===== src/rtl/alu_writeback_buffer_if.sv =====
`default_nettype none
// ============================================================================
//  Module      : alu_writeback_buffer_if
//  Description : Bus bundle for the ALU writeback buffer. Carries the ALU-side
//                toggle handshake with its result fields, the regbank-side
//                toggle write port, and the CPSR/occupancy status outputs.
//  Modports    : slave  - the writeback buffer's view
//                master - the surrounding ALU/regbank environment's view
//  Signals     : readyIn/triggerOut         ALU request/ack toggles
//                dataIn1/2, addrIn1/2       result data and destinations
//                cpsrIn, wIn                new CPSR, enables {cpsr,d2,d1}
//                triggerOutW/readyInW       regbank request/ack toggles
//                addrW, dataW               regbank write address/data
//                cpsrOut, cpsrWe            CPSR copy and update pulse
//                full, empty                FIFO occupancy flags
//  Revision    : 1.0 - initial release
// ============================================================================
interface alu_writeback_buffer_if #(
    parameter int DATA_W = 32,
    parameter int ADDR_W = 4
);
    logic              readyIn;
    logic              triggerOut;
    logic [DATA_W-1:0] dataIn1;
    logic [DATA_W-1:0] dataIn2;
    logic [ADDR_W-1:0] addrIn1;
    logic [ADDR_W-1:0] addrIn2;
    logic [DATA_W-1:0] cpsrIn;
    logic [2:0]        wIn;
    logic              triggerOutW;
    logic [ADDR_W-1:0] addrW;
    logic [DATA_W-1:0] dataW;
    logic              readyInW;
    logic [DATA_W-1:0] cpsrOut;
    logic              cpsrWe;
    logic              full;
    logic              empty;

    modport slave (
        input  readyIn, dataIn1, dataIn2, addrIn1, addrIn2, cpsrIn, wIn, readyInW,
        output triggerOut, triggerOutW, addrW, dataW, cpsrOut, cpsrWe, full, empty
    );

    modport master (
        output readyIn, dataIn1, dataIn2, addrIn1, addrIn2, cpsrIn, wIn, readyInW,
        input  triggerOut, triggerOutW, addrW, dataW, cpsrOut, cpsrWe, full, empty
    );
endinterface
`default_nettype wire


===== src/rtl/alu_writeback_buffer.sv =====
`default_nettype none
// ============================================================================
//  Module      : alu_writeback_buffer
//  Description : Writeback stage between the ALU and the register bank.
//                ALU results arrive over a two-phase toggle handshake and are
//                queued in a DEPTH-entry FIFO. Each entry is drained as up to
//                two register writes over a second toggle handshake, followed
//                by an optional CPSR update. The ALU only sees back-pressure
//                when the FIFO is full.
//  Ports       : clk    - clock, all state on the rising edge
//                reset  - synchronous, active-high
//                bus    - alu_writeback_buffer_if.slave (ALU side, regbank
//                         side, CPSR copy and full/empty flags)
//  Revision    : 1.0 - initial release
// ============================================================================
module alu_writeback_buffer #(
    parameter int DATA_W      = 32,
    parameter int ADDR_W      = 4,
    parameter int DEPTH       = 4,
    parameter int SYNC_STAGES = 2
) (
    input  wire logic               clk,
    input  wire logic               reset,
    alu_writeback_buffer_if.slave   bus
);

    localparam int c_PTR_W = $clog2(DEPTH);
    localparam int c_CNT_W = c_PTR_W + 1;
    localparam logic [c_CNT_W-1:0] c_DEPTH_CNT = c_CNT_W'(DEPTH);

    // Drain FSM; each write phase is split into issue and wait-for-ack.
    localparam logic [2:0] c_ST_IDLE    = 3'd0;
    localparam logic [2:0] c_ST_W1      = 3'd1;
    localparam logic [2:0] c_ST_W1_WAIT = 3'd2;
    localparam logic [2:0] c_ST_W2      = 3'd3;
    localparam logic [2:0] c_ST_W2_WAIT = 3'd4;
    localparam logic [2:0] c_ST_CPSR    = 3'd5;
    localparam logic [2:0] c_ST_POP     = 3'd6;

    // FIFO storage
    logic [DATA_W-1:0]  r_d1   [DEPTH];
    logic [DATA_W-1:0]  r_d2   [DEPTH];
    logic [ADDR_W-1:0]  r_a1   [DEPTH];
    logic [ADDR_W-1:0]  r_a2   [DEPTH];
    logic [DATA_W-1:0]  r_cpsr [DEPTH];
    logic [2:0]         r_w    [DEPTH];

    logic [c_PTR_W-1:0] r_head;
    logic [c_PTR_W-1:0] r_tail;
    logic [c_CNT_W-1:0] r_cnt;
    logic [c_CNT_W-1:0] w_cnt_nxt;
    logic               r_full;
    logic               r_empty;

    logic [SYNC_STAGES-1:0] r_rdy_sync;
    logic [SYNC_STAGES-1:0] r_ack_sync;
    logic                   w_rdy_s;
    logic                   w_ack_s;

    logic               r_trig;
    logic               r_trig_w;
    logic [ADDR_W-1:0]  r_addr_w;
    logic [DATA_W-1:0]  r_data_w;
    logic [DATA_W-1:0]  r_cpsr_out;
    logic               r_cpsr_we;
    logic [2:0]         r_state;

    logic               w_push;
    logic               w_pop;
    logic [2:0]         w_head_w;

    // ------------------------------------------------------------------
    // Toggle synchronisers
    // ------------------------------------------------------------------
    generate
        if (SYNC_STAGES == 1) begin : g_sync_single
            always_ff @(posedge clk) begin
                if (reset) begin
                    r_rdy_sync <= '0;
                    r_ack_sync <= '0;
                end else begin
                    r_rdy_sync <= bus.readyIn;
                    r_ack_sync <= bus.readyInW;
                end
            end
        end else begin : g_sync_chain
            always_ff @(posedge clk) begin
                if (reset) begin
                    r_rdy_sync <= '0;
                    r_ack_sync <= '0;
                end else begin
                    r_rdy_sync <= {r_rdy_sync[SYNC_STAGES-2:0], bus.readyIn};
                    r_ack_sync <= {r_ack_sync[SYNC_STAGES-2:0], bus.readyInW};
                end
            end
        end
    endgenerate

    assign w_rdy_s = r_rdy_sync[SYNC_STAGES-1];
    assign w_ack_s = r_ack_sync[SYNC_STAGES-1];

    // A pending request is a synced toggle that has not yet been mirrored
    // back on triggerOut. Full uses the registered flag, so a slot freed by
    // a pop is only reused on a later cycle.
    assign w_push   = (w_rdy_s != r_trig) && !r_full;
    assign w_pop    = (r_state == c_ST_POP);
    assign w_head_w = r_w[r_head];

    always_comb begin
        w_cnt_nxt = r_cnt;
        if (w_push && !w_pop) begin
            w_cnt_nxt = r_cnt + c_CNT_W'(1);
        end else if (w_pop && !w_push) begin
            w_cnt_nxt = r_cnt - c_CNT_W'(1);
        end
    end

    // ------------------------------------------------------------------
    // Entry capture (storage needs no reset; validity is tracked by r_cnt)
    // ------------------------------------------------------------------
    always_ff @(posedge clk) begin
        if (w_push) begin
            r_d1[r_tail]   <= bus.dataIn1;
            r_d2[r_tail]   <= bus.dataIn2;
            r_a1[r_tail]   <= bus.addrIn1;
            r_a2[r_tail]   <= bus.addrIn2;
            r_cpsr[r_tail] <= bus.cpsrIn;
            r_w[r_tail]    <= bus.wIn;
        end
    end

    // ------------------------------------------------------------------
    // Pointers, occupancy, ALU ack and drain FSM
    // ------------------------------------------------------------------
    always_ff @(posedge clk) begin
        if (reset) begin
            r_head     <= '0;
            r_tail     <= '0;
            r_cnt      <= '0;
            r_full     <= 1'b0;
            r_empty    <= 1'b1;
            r_trig     <= 1'b0;
            r_trig_w   <= 1'b0;
            r_addr_w   <= '0;
            r_data_w   <= '0;
            r_cpsr_out <= '0;
            r_cpsr_we  <= 1'b0;
            r_state    <= c_ST_IDLE;
        end else begin
            if (w_push) begin
                r_trig <= ~r_trig;
                r_tail <= r_tail + c_PTR_W'(1);
            end

            r_cnt     <= w_cnt_nxt;
            r_full    <= (w_cnt_nxt == c_DEPTH_CNT);
            r_empty   <= (w_cnt_nxt == '0);
            r_cpsr_we <= 1'b0;

            case (r_state)
                c_ST_IDLE: begin
                    if (!r_empty) begin
                        r_state <= c_ST_W1;
                    end
                end
                c_ST_W1: begin
                    if (w_head_w[0]) begin
                        r_addr_w <= r_a1[r_head];
                        r_data_w <= r_d1[r_head];
                        r_trig_w <= ~r_trig_w;
                        r_state  <= c_ST_W1_WAIT;
                    end else begin
                        r_state  <= c_ST_W2;
                    end
                end
                c_ST_W1_WAIT: begin
                    if (w_ack_s == r_trig_w) begin
                        r_state <= c_ST_W2;
                    end
                end
                c_ST_W2: begin
                    if (w_head_w[1]) begin
                        r_addr_w <= r_a2[r_head];
                        r_data_w <= r_d2[r_head];
                        r_trig_w <= ~r_trig_w;
                        r_state  <= c_ST_W2_WAIT;
                    end else begin
                        r_state  <= c_ST_CPSR;
                    end
                end
                c_ST_W2_WAIT: begin
                    if (w_ack_s == r_trig_w) begin
                        r_state <= c_ST_CPSR;
                    end
                end
                c_ST_CPSR: begin
                    if (w_head_w[2]) begin
                        r_cpsr_out <= r_cpsr[r_head];
                        r_cpsr_we  <= 1'b1;
                    end
                    r_state <= c_ST_POP;
                end
                c_ST_POP: begin
                    r_head  <= r_head + c_PTR_W'(1);
                    r_state <= c_ST_IDLE;
                end
                default: begin
                    r_state <= c_ST_IDLE;
                end
            endcase
        end
    end

    assign bus.triggerOut  = r_trig;
    assign bus.triggerOutW = r_trig_w;
    assign bus.addrW       = r_addr_w;
    assign bus.dataW       = r_data_w;
    assign bus.cpsrOut     = r_cpsr_out;
    assign bus.cpsrWe      = r_cpsr_we;
    assign bus.full        = r_full;
    assign bus.empty       = r_empty;

endmodule
`default_nettype wire


===== src/flat_wrapper.sv =====
// flat-port wrapper written by rule: the top's interface ports become plain ports
module alu_writeback_buffer_flat 
#(
    parameter int DATA_W      = 32,
    parameter int ADDR_W      = 4,
    parameter int DEPTH       = 4,
    parameter int SYNC_STAGES = 2
)
  (clk, reset, bus_readyIn, bus_dataIn1, bus_dataIn2, bus_addrIn1, bus_addrIn2, bus_cpsrIn, bus_wIn, bus_readyInW, bus_triggerOut, bus_triggerOutW, bus_addrW, bus_dataW, bus_cpsrOut, bus_cpsrWe, bus_full, bus_empty);
  alu_writeback_buffer_if #(.DATA_W(DATA_W), .ADDR_W(ADDR_W)) bus_i ();
  input  wire logic clk;
  input  wire logic reset;
  input wire logic [$bits(bus_i.readyIn)-1:0] bus_readyIn;
  input wire logic [$bits(bus_i.dataIn1)-1:0] bus_dataIn1;
  input wire logic [$bits(bus_i.dataIn2)-1:0] bus_dataIn2;
  input wire logic [$bits(bus_i.addrIn1)-1:0] bus_addrIn1;
  input wire logic [$bits(bus_i.addrIn2)-1:0] bus_addrIn2;
  input wire logic [$bits(bus_i.cpsrIn)-1:0] bus_cpsrIn;
  input wire logic [$bits(bus_i.wIn)-1:0] bus_wIn;
  input wire logic [$bits(bus_i.readyInW)-1:0] bus_readyInW;
  output wire logic [$bits(bus_i.triggerOut)-1:0] bus_triggerOut;
  output wire logic [$bits(bus_i.triggerOutW)-1:0] bus_triggerOutW;
  output wire logic [$bits(bus_i.addrW)-1:0] bus_addrW;
  output wire logic [$bits(bus_i.dataW)-1:0] bus_dataW;
  output wire logic [$bits(bus_i.cpsrOut)-1:0] bus_cpsrOut;
  output wire logic [$bits(bus_i.cpsrWe)-1:0] bus_cpsrWe;
  output wire logic [$bits(bus_i.full)-1:0] bus_full;
  output wire logic [$bits(bus_i.empty)-1:0] bus_empty;
  assign bus_i.readyIn = bus_readyIn;
  assign bus_i.dataIn1 = bus_dataIn1;
  assign bus_i.dataIn2 = bus_dataIn2;
  assign bus_i.addrIn1 = bus_addrIn1;
  assign bus_i.addrIn2 = bus_addrIn2;
  assign bus_i.cpsrIn = bus_cpsrIn;
  assign bus_i.wIn = bus_wIn;
  assign bus_i.readyInW = bus_readyInW;
  assign bus_triggerOut = bus_i.triggerOut;
  assign bus_triggerOutW = bus_i.triggerOutW;
  assign bus_addrW = bus_i.addrW;
  assign bus_dataW = bus_i.dataW;
  assign bus_cpsrOut = bus_i.cpsrOut;
  assign bus_cpsrWe = bus_i.cpsrWe;
  assign bus_full = bus_i.full;
  assign bus_empty = bus_i.empty;
  alu_writeback_buffer #(.DATA_W(DATA_W), .ADDR_W(ADDR_W), .DEPTH(DEPTH), .SYNC_STAGES(SYNC_STAGES)) u_core (.clk(clk), .reset(reset), .bus(bus_i));
endmodule

===== config.mk =====
export PLATFORM = sky130hd
export DESIGN_NAME = alu_writeback_buffer_flat
export DESIGN_NICKNAME = d
export VERILOG_FILES = /design/src/rtl/alu_writeback_buffer_if.sv /design/src/rtl/alu_writeback_buffer.sv /design/src/flat_wrapper.sv
export SDC_FILE = /design/constraint.sdc
export NUM_CORES = 1
export LEC_CHECK = 0
export CAP_MARGIN = 25
export CORE_MARGIN = 2
export CORE_UTILIZATION = 41
export DETAILED_ROUTE_END_ITERATION = 8
export MAX_ROUTING_LAYER = met4
export PLACE_DENSITY_LB_ADDON = 0.3
export SLEW_MARGIN = 20
export SYNTH_ARGS = -nofsm -noshare
export SYNTH_HDL_FRONTEND = slang
export SYNTH_SLANG_ARGS = --single-unit

===== constraint.sdc =====
create_clock -name clk -period 4.3 [get_ports clk]
set_clock_uncertainty 0.15 [all_clocks]
set_input_delay 0.645 -clock clk [delete_from_list [all_inputs] [get_ports clk]]
set_output_delay 0.645 -clock clk [all_outputs]
set_load 0.1 [all_outputs]

==> qor.yml <==
clock_network:
  cts_tree: "yes"
  clk_pin_slew_ns: 0.06
  cts.sinks: 517
  cts_buffers: 54
  postCtsResizedCells: 0
  cts_root_buffer: "clkbuf_16"
  clock_latency_ns: 0.60
  htree_levels: 2
  post_cts_buffers: 0
  hold_buffers: 0
  ctsLongestPathBuffers: 3
pwr:
  power.switching_mw: 2.82
  netSwitchingFraction_pct: 24.1
  ir_drop_uv: 311
  internal_power_mw: 8.86
  cellLeakagePower_nw: 7.55
  p_per_area_nw_per_um2: 494
  clkPwrFrac_pct: 40.8
  power_frac_seq_pct: 48.5
  combPwrFrac_pct: 10.7
place:
  gp_congestion: 0.694
  place_hpwl_mm: 22.1
  dpl_cell_area_um2: 21800
  io_buffers: 183
  dp.cells: 1713
die:
  fp.dieH_um: 221
  dieArea_um2: 48600
  core_area_um2: 46500
  rows: 79
  initial_utilization_pct: 41.4
  dieWidth_um: 221
  io_pins: 184
worst_setup_path:
  path_delay_family: "buffers and inverters"
  worst_setup_path_start_kind: "flop"
  max_stage_delay_ns: 1.21
  criticalPathCategory: "reg -> out"
  slowest_stage: "clkdlybuf4s50_1"
  crit_start: "u_core.bus.full"
  crit_arrival_ns: 2.24
  worst-path-max-fanout: 5
  worst-path-buf-inv: 1
  cp.required_ns: 3.50
  path_cells: "clkdlybuf4s50_1"
  endpoint_kind: "output port"
  rrSetupSlack_ns: 1.78
sta:
  fin_setup_tns_ns: 0
  layout_min_cycle_time_ns: 3.03
  fmax_ghz: 0.330
  finalSetupViolations: 0
  post-route-period-util_pct: 70.5
  rsz0062_at_grt: "false"
  slew_violations: 0
  hold_viol: 0
  maxSlewHeadroom_pct: 28.5
  tightest_slew_ns: 1.07
finish:
  fillers: 3765
  multi_input_area_um2: 4300
  drive_gt1_share_pct: 22.1
  seqCellArea_um2: 14600
  final_cell_count_no_fill: 1822
  area_growth_pct: 23.0
  final_core_util_pct: 50.9
  final_nets: 1279
  final_cell_area_um2: 23600
synthesis:
  seq_area_frac_synth_pct: 76.1
  ys_warn_count: 0
  synth_most_common_cell: "edfxtp_1"
  ys_types: 32
  synthesis.area_um2: 19200
  synth_edf_count: 428
  yosysTopAreaCell: "edfxtp_1"
  async_flop_share_pct: 0
  postSynthCellCount: 960
  synth_seq_cells: 517
  synth-main-ff-cell: "edfxtp_1"
  syn-num-nets: 1077
  avgSynthCellArea_um2: 20.0
  synthTopCellsByArea: "edfxtp_1, mux4_2, dfxtp_1"
  synth_top_area_share_pct: 66.9
  synthTopCellsByCount: "edfxtp_1, mux4_2, dfxtp_1"
global_routing:
  grt.total_usage_pct: 16.8
  antenna_found_initial: 9
  grt_start_max_net_pins: 74
  overflow: 0
  grt_pass1_wl_mm: 59.1
  grt_pass1_vias: 9953
status:
  status: "completed"
job:
  maxCapViolations: 0
detailed_routing:
  routed_wl_mm: 38.9
  wl_per_cell_um: 21.4
  drtIter0Drc: 646
  ant_nets: 0
  drc: 0
  drtPass1Iterations: 5
  routed_via_density: 5.15
  vias: 9387
hold_path:
  min-delay-start: "u_core.r_rdy_sync[0]"
  min_path_type: "reg -> reg"
==> cell type report <==
class                   count  share of cell area (%)
repair buffers            200                    8.68
multi-input cells         383                    18.2
clock buffers              76                    6.53
diodes                      9                  0.0952
flip-flops and latches    517                    61.9
well taps                 607                    3.21
inverters                   6                  0.0952
clock inverters            24                    1.27
==> worst paths after layout <==
kind	depth (start not counted)	to
setup reg to reg	6	u_core.bus.dataW[27]
setup / recovery	1	bus_full
hold / removal	1	u_core.r_rdy_sync[1]
hold reg to reg	1	u_core.r_rdy_sync[1]
==> cell usage in the layout (no fill, tap or decap), drive strengths merged <==
cell type / Yosys / layout
dfxtp: 89 / 89
nor3b: 1 / 1
nand2b: 1 / 1
mux2i: 39 / 39
and3: 5 / 5
a21oi: 37 / 37
clkdlybuf4s50: 0 / 182
nand3b: 1 / 1
xor2: 2 / 2
mux2: 2 / 2
nor2b: 8 / 8
xnor2: 6 / 6
a311oi: 1 / 1
a22oi: 2 / 2
clkinv: 0 / 12
inv: 6 / 8
clkbuf: 18 / 76
nand3: 1 / 1
diode: 0 / 9
bufinv: 0 / 6
buf: 36 / 18
nor3: 1 / 1
nor2: 55 / 55
edfxtp: 428 / 428
o21ai: 1 / 1
nand2: 67 / 67
ha: 6 / 6
clkinvlp: 0 / 4
and3b: 1 / 1
mux4: 107 / 107
a211oi: 39 / 39
==> flip-flops by register name (all words and copies together), names as in the netlist, 4 cells and up, named ones only <==
name                flops
u_core.r_cpsr         128
u_core.bus.cpsrOut     32
u_core.r_a1            16
u_core.bus.dataW       32
u_core.bus.addrW        4
u_core.r_w             12
u_core.r_a2            16
u_core.r_d2           128
u_core.r_d1           128
==> cell families after synthesis <==
logic type               Yosys count  share of synthesized area (%)
buffers and inverters             60                           1.63
multiplexers                     148                           14.7
XOR/XNOR                           8                          0.365
flip-flops                       517                           76.1
AO/OA/AOI/OAI                     80                           3.57
adder cells (fa/ha/maj)            6                          0.391
AND/OR/NAND/NOR                  141                           3.20
==> routing by layer <==
metal  wire length, um  GRT usage [%]  share of wire (%)
met4               615           3.64                1.6
met2             18600           26.3                 48
met1             17000           21.6                 44
met3              2700           5.21                6.9
met5                 0              -                  0
==> power by group through the flow <==
| stage | registers [mW] | logic [mW] | clock network [mW] |
|---|---|---|---|
| 2_1_floorplan | 6.22 | 0.417 | 0 |
| 3_3_place_gp | 5.77 | 1.23 | 0 |
| 3_5_place_dp | 5.78 | 1.26 | 0 |
| 4_1_cts | 5.67 | 1.26 | 4.88 |
| 5_1_grt | 5.68 | 1.32 | 5.05 |
| 6_report | 5.67 | 1.25 | 4.77 |
==> metrics by stage <==
step | power (mW) | worst slack [ns] | hold WS [ns]
2_1_floorplan | 6.63 | 1.03 | 0.264
3_3_place_gp | 7.00 | 1.76 | 0.276
3_5_place_dp | 7.03 | 1.75 | 0.288
4_1_cts | 11.8 | 1.20 | 0.295
5_1_grt | 12.1 | 1.19 | 0.309
6_report | 11.7 | 1.27 | 0.291
Note: power is estimated with default switching activity, not from simulation.
